## config.mk

```make
export PLATFORM = sky130hd
export DESIGN_NAME = cache_block_mover_flat
export DESIGN_NICKNAME = d
export VERILOG_FILES = /design/src/rtl/cache_block_mover_if.sv /design/src/rtl/cache_block_mover.sv /design/src/flat_wrapper.sv
export SDC_FILE = /design/constraint.sdc
export NUM_CORES = 1
export LEC_CHECK = 0
export BUFFER_PORTS_ARGS = -buffer_cell sky130_fd_sc_hd__buf_2
export CAP_MARGIN = 30
export CORE_MARGIN = 2
export CORE_UTILIZATION = 30
export CTS_CLUSTER_DIAMETER = 40
export CTS_CLUSTER_SIZE = 14
export DETAILED_ROUTE_END_ITERATION = 12
export GPL_TIMING_DRIVEN = 0
export PLACE_DENSITY_LB_ADDON = 0.08
export SLEW_MARGIN = 20
export SYNTH_ARGS = -nofsm -noshare
export SYNTH_HDL_FRONTEND = slang
export SYNTH_SLANG_ARGS = --single-unit
```

## constraint.sdc

```tcl
create_clock -name clk -period 2.8 [get_ports clk]
set_input_delay 0 -clock clk [delete_from_list [all_inputs] [get_ports clk]]
set_output_delay 0 -clock clk [all_outputs]
set_load 0.02 [all_outputs]
```

## src/rtl/cache_block_mover_if.sv

```systemverilog
`default_nettype none
// ============================================================================
// Module   : cache_block_mover_if
// Brief    : Bundle of the cache request/response channel and the shared
//            memory read/write ports serviced by cache_block_mover.
//            slave  - view taken by the block mover itself.
//            master - view taken by the environment (cache + memory).
// Revision : 1.0 - initial release
// ============================================================================
interface cache_block_mover_if #(
  parameter int ADDR_W = 9,
  parameter int DATA_W = 16
);

  // Cache request channel
  logic              req_valid;
  logic              req_ready;
  logic              req_wb;
  logic              req_fill;
  logic [ADDR_W-1:0] req_wb_addr;
  logic [DATA_W-1:0] req_wb_data0;
  logic [DATA_W-1:0] req_wb_data1;
  logic [ADDR_W-1:0] req_fill_addr;

  // Cache response channel
  logic              resp_valid;
  logic [DATA_W-1:0] resp_data0;
  logic [DATA_W-1:0] resp_data1;

  // Shared memory ports
  logic [ADDR_W-1:0] mem_address_read;
  logic [DATA_W-1:0] mem_readed;
  logic              mem_write;
  logic [ADDR_W-1:0] mem_address_write;
  logic [DATA_W-1:0] mem_data_write;

  modport slave (
    input  req_valid, req_wb, req_fill, req_wb_addr, req_wb_data0,
           req_wb_data1, req_fill_addr, mem_readed,
    output req_ready, resp_valid, resp_data0, resp_data1,
           mem_address_read, mem_write, mem_address_write, mem_data_write
  );

  modport master (
    output req_valid, req_wb, req_fill, req_wb_addr, req_wb_data0,
           req_wb_data1, req_fill_addr, mem_readed,
    input  req_ready, resp_valid, resp_data0, resp_data1,
           mem_address_read, mem_write, mem_address_write, mem_data_write
  );

endinterface
`default_nettype wire

```

## src/rtl/cache_block_mover.sv

```systemverilog
`default_nettype none
// ============================================================================
// Module   : cache_block_mover
// Brief    : Cache-side initiator for the shared word memory. Serialises
//            2-word block operations: optional dirty writeback (two word
//            writes) followed by optional refill (two word reads), then a
//            one-cycle response pulse carrying the fill words.
// Options  : CACHE_BLOCK_MOVER_FWD_EN - when writeback and fill target the
//            same block, the fill words are taken from the latched
//            writeback data and the memory reads are skipped.
// Revision : 1.0 - initial release
// ============================================================================
module cache_block_mover #(
  parameter int ADDR_W = 9,
  parameter int DATA_W = 16
) (
  input  logic               clk,
  input  logic               rst_n,
  cache_block_mover_if.slave bus
);

  localparam logic [2:0] IDLE = 3'd0;
  localparam logic [2:0] WB0  = 3'd1;
  localparam logic [2:0] WB1  = 3'd2;
  localparam logic [2:0] RD0  = 3'd3;
  localparam logic [2:0] RD1  = 3'd4;
  localparam logic [2:0] RESP = 3'd5;

  // Word-select mask: AND with ~ODD gives word0, OR with ODD gives word1.
  localparam logic [ADDR_W-1:0] ODD = {{(ADDR_W-1){1'b0}}, 1'b1};

  logic [2:0]        state_q,             state_d;
  logic              fill_q,              fill_d;
  logic [ADDR_W-1:0] wb_addr_q,           wb_addr_d;
  logic [ADDR_W-1:0] fill_addr_q,         fill_addr_d;
  logic [DATA_W-1:0] wb_data1_q,          wb_data1_d;
  logic              resp_valid_q,        resp_valid_d;
  logic [DATA_W-1:0] resp_data0_q,        resp_data0_d;
  logic [DATA_W-1:0] resp_data1_q,        resp_data1_d;
  logic              mem_write_q,         mem_write_d;
  logic [ADDR_W-1:0] mem_address_write_q, mem_address_write_d;
  logic [DATA_W-1:0] mem_data_write_q,    mem_data_write_d;
  logic [ADDR_W-1:0] mem_address_read_q,  mem_address_read_d;

`ifdef CACHE_BLOCK_MOVER_FWD_EN
  // Word0 of the writeback is only needed again when it is forwarded.
  logic [DATA_W-1:0] wb_data0_q, wb_data0_d;
  logic              fwd_hit;

  // Same block when the addresses differ at most in the word-select bit.
  assign fwd_hit = fill_q && (((wb_addr_q ^ fill_addr_q) & ~ODD) == '0);
`endif

  // Next-state and next-output decode; every memory-side output is computed
  // one cycle ahead so it is a flop output while the owning state is active.
  always_comb begin
    state_d             = state_q;
    fill_d              = fill_q;
    wb_addr_d           = wb_addr_q;
    fill_addr_d         = fill_addr_q;
    wb_data1_d          = wb_data1_q;
    resp_valid_d        = 1'b0;
    resp_data0_d        = resp_data0_q;
    resp_data1_d        = resp_data1_q;
    mem_write_d         = 1'b0;
    mem_address_write_d = mem_address_write_q;
    mem_data_write_d    = mem_data_write_q;
    mem_address_read_d  = mem_address_read_q;
`ifdef CACHE_BLOCK_MOVER_FWD_EN
    wb_data0_d          = wb_data0_q;
`endif

    case (state_q)
      IDLE: begin
        if (bus.req_valid) begin
          fill_d      = bus.req_fill;
          wb_addr_d   = bus.req_wb_addr;
          fill_addr_d = bus.req_fill_addr;
          wb_data1_d  = bus.req_wb_data1;
`ifdef CACHE_BLOCK_MOVER_FWD_EN
          wb_data0_d  = bus.req_wb_data0;
`endif
          if (bus.req_wb) begin
            // WB0 is entered only from here, so word0 comes straight from
            // the request being accepted.
            state_d             = WB0;
            mem_write_d         = 1'b1;
            mem_address_write_d = bus.req_wb_addr & ~ODD;
            mem_data_write_d    = bus.req_wb_data0;
          end else if (bus.req_fill) begin
            state_d            = RD0;
            mem_address_read_d = bus.req_fill_addr & ~ODD;
          end else begin
            state_d      = RESP;
            resp_valid_d = 1'b1;
          end
        end
      end

      WB0: begin
        state_d             = WB1;
        mem_write_d         = 1'b1;
        mem_address_write_d = wb_addr_q | ODD;
        mem_data_write_d    = wb_data1_q;
      end

      WB1: begin
`ifdef CACHE_BLOCK_MOVER_FWD_EN
        if (fwd_hit) begin
          // The block in memory now equals the writeback data; return it
          // directly instead of reading it back.
          state_d      = RESP;
          resp_valid_d = 1'b1;
          resp_data0_d = wb_data0_q;
          resp_data1_d = wb_data1_q;
        end else
`endif
        if (fill_q) begin
          state_d            = RD0;
          mem_address_read_d = fill_addr_q & ~ODD;
        end else begin
          state_d      = RESP;
          resp_valid_d = 1'b1;
        end
      end

      RD0: begin
        resp_data0_d       = bus.mem_readed;
        state_d            = RD1;
        mem_address_read_d = fill_addr_q | ODD;
      end

      RD1: begin
        resp_data1_d = bus.mem_readed;
        state_d      = RESP;
        resp_valid_d = 1'b1;
      end

      RESP: begin
        state_d = IDLE;
      end

      default: begin
        state_d = IDLE;
      end
    endcase
  end

  // State and output registers; reset abandons any operation in flight.
  always_ff @(posedge clk) begin
    if (!rst_n) begin
      state_q             <= IDLE;
      fill_q              <= 1'b0;
      wb_addr_q           <= '0;
      fill_addr_q         <= '0;
      wb_data1_q          <= '0;
      resp_valid_q        <= 1'b0;
      resp_data0_q        <= '0;
      resp_data1_q        <= '0;
      mem_write_q         <= 1'b0;
      mem_address_write_q <= '0;
      mem_data_write_q    <= '0;
      mem_address_read_q  <= '0;
`ifdef CACHE_BLOCK_MOVER_FWD_EN
      wb_data0_q          <= '0;
`endif
    end else begin
      state_q             <= state_d;
      fill_q              <= fill_d;
      wb_addr_q           <= wb_addr_d;
      fill_addr_q         <= fill_addr_d;
      wb_data1_q          <= wb_data1_d;
      resp_valid_q        <= resp_valid_d;
      resp_data0_q        <= resp_data0_d;
      resp_data1_q        <= resp_data1_d;
      mem_write_q         <= mem_write_d;
      mem_address_write_q <= mem_address_write_d;
      mem_data_write_q    <= mem_data_write_d;
      mem_address_read_q  <= mem_address_read_d;
`ifdef CACHE_BLOCK_MOVER_FWD_EN
      wb_data0_q          <= wb_data0_d;
`endif
    end
  end

  // Ready is withheld during reset as well as whenever an operation is busy.
  assign bus.req_ready         = rst_n && (state_q == IDLE);
  assign bus.resp_valid        = resp_valid_q;
  assign bus.resp_data0        = resp_data0_q;
  assign bus.resp_data1        = resp_data1_q;
  assign bus.mem_write         = mem_write_q;
  assign bus.mem_address_write = mem_address_write_q;
  assign bus.mem_data_write    = mem_data_write_q;
  assign bus.mem_address_read  = mem_address_read_q;

endmodule
`default_nettype wire

```

## src/flat_wrapper.sv

```systemverilog
// flat-port wrapper written by rule: the top's interface ports become plain ports
module cache_block_mover_flat 
#(
  parameter int ADDR_W = 9,
  parameter int DATA_W = 16
)
  (clk, rst_n, bus_req_valid, bus_req_wb, bus_req_fill, bus_req_wb_addr, bus_req_wb_data0, bus_req_wb_data1, bus_req_fill_addr, bus_mem_readed, bus_req_ready, bus_resp_valid, bus_resp_data0, bus_resp_data1, bus_mem_address_read, bus_mem_write, bus_mem_address_write, bus_mem_data_write);
  cache_block_mover_if #(.ADDR_W(ADDR_W), .DATA_W(DATA_W)) bus_i ();
  input  logic clk;
  input  logic rst_n;
  input wire logic [$bits(bus_i.req_valid)-1:0] bus_req_valid;
  input wire logic [$bits(bus_i.req_wb)-1:0] bus_req_wb;
  input wire logic [$bits(bus_i.req_fill)-1:0] bus_req_fill;
  input wire logic [$bits(bus_i.req_wb_addr)-1:0] bus_req_wb_addr;
  input wire logic [$bits(bus_i.req_wb_data0)-1:0] bus_req_wb_data0;
  input wire logic [$bits(bus_i.req_wb_data1)-1:0] bus_req_wb_data1;
  input wire logic [$bits(bus_i.req_fill_addr)-1:0] bus_req_fill_addr;
  input wire logic [$bits(bus_i.mem_readed)-1:0] bus_mem_readed;
  output wire logic [$bits(bus_i.req_ready)-1:0] bus_req_ready;
  output wire logic [$bits(bus_i.resp_valid)-1:0] bus_resp_valid;
  output wire logic [$bits(bus_i.resp_data0)-1:0] bus_resp_data0;
  output wire logic [$bits(bus_i.resp_data1)-1:0] bus_resp_data1;
  output wire logic [$bits(bus_i.mem_address_read)-1:0] bus_mem_address_read;
  output wire logic [$bits(bus_i.mem_write)-1:0] bus_mem_write;
  output wire logic [$bits(bus_i.mem_address_write)-1:0] bus_mem_address_write;
  output wire logic [$bits(bus_i.mem_data_write)-1:0] bus_mem_data_write;
  assign bus_i.req_valid = bus_req_valid;
  assign bus_i.req_wb = bus_req_wb;
  assign bus_i.req_fill = bus_req_fill;
  assign bus_i.req_wb_addr = bus_req_wb_addr;
  assign bus_i.req_wb_data0 = bus_req_wb_data0;
  assign bus_i.req_wb_data1 = bus_req_wb_data1;
  assign bus_i.req_fill_addr = bus_req_fill_addr;
  assign bus_i.mem_readed = bus_mem_readed;
  assign bus_req_ready = bus_i.req_ready;
  assign bus_resp_valid = bus_i.resp_valid;
  assign bus_resp_data0 = bus_i.resp_data0;
  assign bus_resp_data1 = bus_i.resp_data1;
  assign bus_mem_address_read = bus_i.mem_address_read;
  assign bus_mem_write = bus_i.mem_write;
  assign bus_mem_address_write = bus_i.mem_address_write;
  assign bus_mem_data_write = bus_i.mem_data_write;
  cache_block_mover #(.ADDR_W(ADDR_W), .DATA_W(DATA_W)) u_core (.clk(clk), .rst_n(rst_n), .bus(bus_i));
endmodule
```

==> flow_metrics.py <==
metrics = {
    "cts": {
        "postCtsHoldBufs": 63,
        "path_clk_slew_ns": 0.06,
        "cts_setup_buffers": 0,
        "cts_buffer_depth": 2,
        "clk_latency_ns": 0.35,
        "numCtsBuffers": 9,
        "cts_tree": "yes",
        "cts_max_level": 3,
        "clkSinkCount": 104,
        "cts_root_buffer": "clkbuf_16",
        "cts_resized": 0,
    },
    "floorplan": {
        "die-area_mm2": 0.0152,
        "initial_core_util_pct": 30.7,
        "num_io_pins": 140,
        "fp.dieW_um": 123,
        "core_mm2": 0.0139,
        "die_y_um": 123,
        "rows": 43,
    },
    "routing": {
        "dr.pass1.iters": 6,
        "routed_via_density": 4.62,
        "wl_um": 12600,
        "drtIter0Drc": 221,
        "antenna_left": 0,
        "drc": 0,
        "wl_per_cell_um": 14.4,
        "via_count": 4053,
    },
    "synth": {
        "syn_nets": 552,
        "ys_types": 39,
        "syn-instance-count": 481,
        "synth_area_mm2": 0.00426,
        "seq_area_frac_synth_pct": 48.8,
        "ys_ff_latch": 104,
        "yosysWarnings": 0,
        "ys.flop_type": "dfxtp_1",
        "async_flop_share_pct": 0,
        "avgSynthCellArea_um2": 8.86,
        "synth-edff-count": 0,
    },
    "sta": {
        "fin_crit_ns": 1.78,
        "tightest_slew_ns": 0.651,
        "post-route-period-util_pct": 63.6,
        "setup_viol": 0,
        "slew_violations": 0,
        "setup_slack_ns": 1.02,
        "fin_skew_ns": 0.00539,
        "slew_headroom_pct": 56.6,
        "fmax_mhz": 562,
        "finalSetupTns_ns": 0,
        "rsz0062_at_grt": "no",
        "final-hold-violation-count": 0,
    },
    "place": {
        "gp_congestion": 0.789,
        "post-place-ws_ns": 1.11,
        "placed_cells": 798,
        "place.port_buffers": 137,
        "hpwlAfterDp_um": 9000,
    },
    "critical_path": {
        "startpoint_type": "input pin",
        "critPathArrivalTime_ns": 1.99,
        "cp_max_fo": 10,
        "required_ns": 3.01,
        "cp-end-kind": "register",
        "critPathKind": "input pin to register",
    },
    "final_layout": {
        "seq_area_mm2": 0.00208,
        "drive_gt1_share_pct": 28.4,
        "nets": 763,
        "n_antenna_cell": 0,
        "finalNonFillerCells": 877,
        "fillers": 1380,
        "syn_to_final_growth_pct": 42.9,
        "multi_input_area_mm2": 0.00190,
    },
    "power": {
        "pwr-share-clk_pct": 29.7,
        "p_comb_share_pct": 28.2,
        "internal_power_mw": 2.80,
        "p_sw_share_pct": 31.9,
        "power.leakage_nw": 2.59,
        "peakVddDrop_v": 0.000393,
        "powerDensity_mw_per_mm2": 676,
        "switching_power_mw": 1.32,
        "power_frac_seq_pct": 42.1,
    },
    "global_route": {
        "antenna_found_initial": 0,
        "grt_max_degree": 16,
        "grt-ovfl-total": 0,
        "grt_pass1_vias": 3978,
        "grt_pass1_wl_um": 19900,
        "grtUsageTotal_pct": 17.1,
    },
    "outcome": {
        "status": "complete, no violations",
    },
    "run": {
        "cap_viol_max_count": 0,
    },
    "hold_path": {
        "min-delay-path-class": "input pin to register",
    },
}
logic make-up (layout without fill, tap and decap cells):
logic type             count (synthesis)  in the layout  synth area share, %
muxes                                 32             32                 7.51
AOI/OAI and AO/OA                    140            140                 20.7
and+or+nand+nor                      159            159                 16.3
DFF                                  104            104                 48.8
buffers and inverters                 46            262                 6.57
synth_stat cells, types with 2 or more instances:
master,count,share of area (%)
a221oi_1,9,1.8
nor3b_1,2,0.35
buf_4,3,0.53
nand2b_1,3,0.44
a211oi_2,10,2.9
dfxtp_1,104,49
o21ai_0,2,0.23
nor2_1,4,0.35
buf_2,14,1.6
clkbuf_2,3,0.35
a21oi_1,90,11
buf_6,10,2.6
mux2i_1,32,7.5
a211oi_1,23,4.1
nand2_1,132,12
clkbuf_1,14,1.2
nor3_1,3,0.35
and3b_1,2,0.41
power by group through the flow:
| stage | sequential, mW | clock, mW | combinational [mW] |
|---|---|---|---|
| 3_5_place_dp | 1.77 | 0 | 1.11 |
| 3_3_place_gp | 1.76 | 0 | 1.09 |
| 4_1_cts | 1.73 | 1.26 | 1.18 |
| 2_1_floorplan | 1.89 | 0 | 0.625 |
| 6_report | 1.73 | 1.22 | 1.16 |
| 5_1_grt | 1.75 | 1.33 | 1.28 |
layer usage:
metal / GRT usage [%] / up-vias / wire, um / part of all wire, %
met3: 6.18 / 11 / 846 / 6.7
met5: 0 / - / 0 / 0
met1: 21.2 / 1849 / 5780 / 46
met4: 4.47 / 0 / 131 / 1.0
li1: - / 2090 / - / -
met2: 28.2 / 103 / 5870 / 46
final cells by class:
class,instances,share of cell area [%]
Buffer,44,4.48
Clock inverter,2,0.205
Inverter,2,0.123
Clock buffer,14,4.50
Multi-Input combinational cell,331,31.2
Tap cell,180,3.70
Sequential cell,104,34.2
Timing Repair Buffer,200,21.6
cells in the final DEF (no fill, tap or decap), types with 2 or more instances in the layout:
cell	Yosys	routed
nor3_1	3	3
o21ai_0	2	2
dlygate4sd3_1	0	63
nand2_1	132	132
mux2i_1	32	32
clkbuf_16	0	9
clkbuf_8	0	3
a211oi_2	10	10
clkbuf_1	14	16
buf_2	14	151
a211oi_1	23	23
a21oi_1	90	90
nor2_1	4	4
clkbuf_2	3	3
buf_6	10	10
nor3b_1	2	2
nand2b_1	3	3
dfxtp_1	104	104
and3b_1	2	2
a221oi_1	9	9
buf_4	3	3
critical path, cell delays in order:
cell and delay, ns:
dlygate4sd3_1 0.54, buf_2 0.17, inv_2 0.14, clkbuf_1 0.53
clkbuf_1 0.52, a21oi_1 0.08
through the flow:
step           util [%]  hold slack, ns  power (mW)  instance area, um^2
2_1_floorplan         -           0.118        2.51                 4260
3_3_place_gp       37.3           0.242        2.86                 5170
3_5_place_dp       37.3           0.255        2.88                 5170
4_1_cts            43.9         0.00664        4.18                 6090
5_1_grt            43.9         0.00907        4.37                 6090
6_report           43.9          0.0211        4.12                 6090
registers in the layout (all words and copies together), names as in the netlist:
signal,cells
u_core.fill_q,1
u_core.bus.mem_write,1
u_core.bus.resp_data1,16
u_core.bus.mem_address_read,9
u_core.fill_addr_q,8
u_core.state_q,3
u_core.bus.resp_data0,16
u_core.wb_data1_q,16
u_core.wb_addr_q,8
u_core.bus.mem_address_write,9
u_core.bus.resp_valid,1
u_core.bus.mem_data_write,16
worst paths after layout:
check	from	end	slack [ns]	depth (start not counted)
worst max-delay path	rst_n	u_core.bus.resp_data0[12]	1.02	6
worst min-delay path	bus_req_wb_data0[14]	u_core.bus.mem_data_write[14]	0.02	3
worst max register to register	u_core.state_q[0]	u_core.bus.mem_address_read[0]	1.12	5
worst min register to register	u_core.bus.resp_data0[11]	u_core.bus.resp_data0[11]	0.45	2
(Power assumes the default switching activity.)
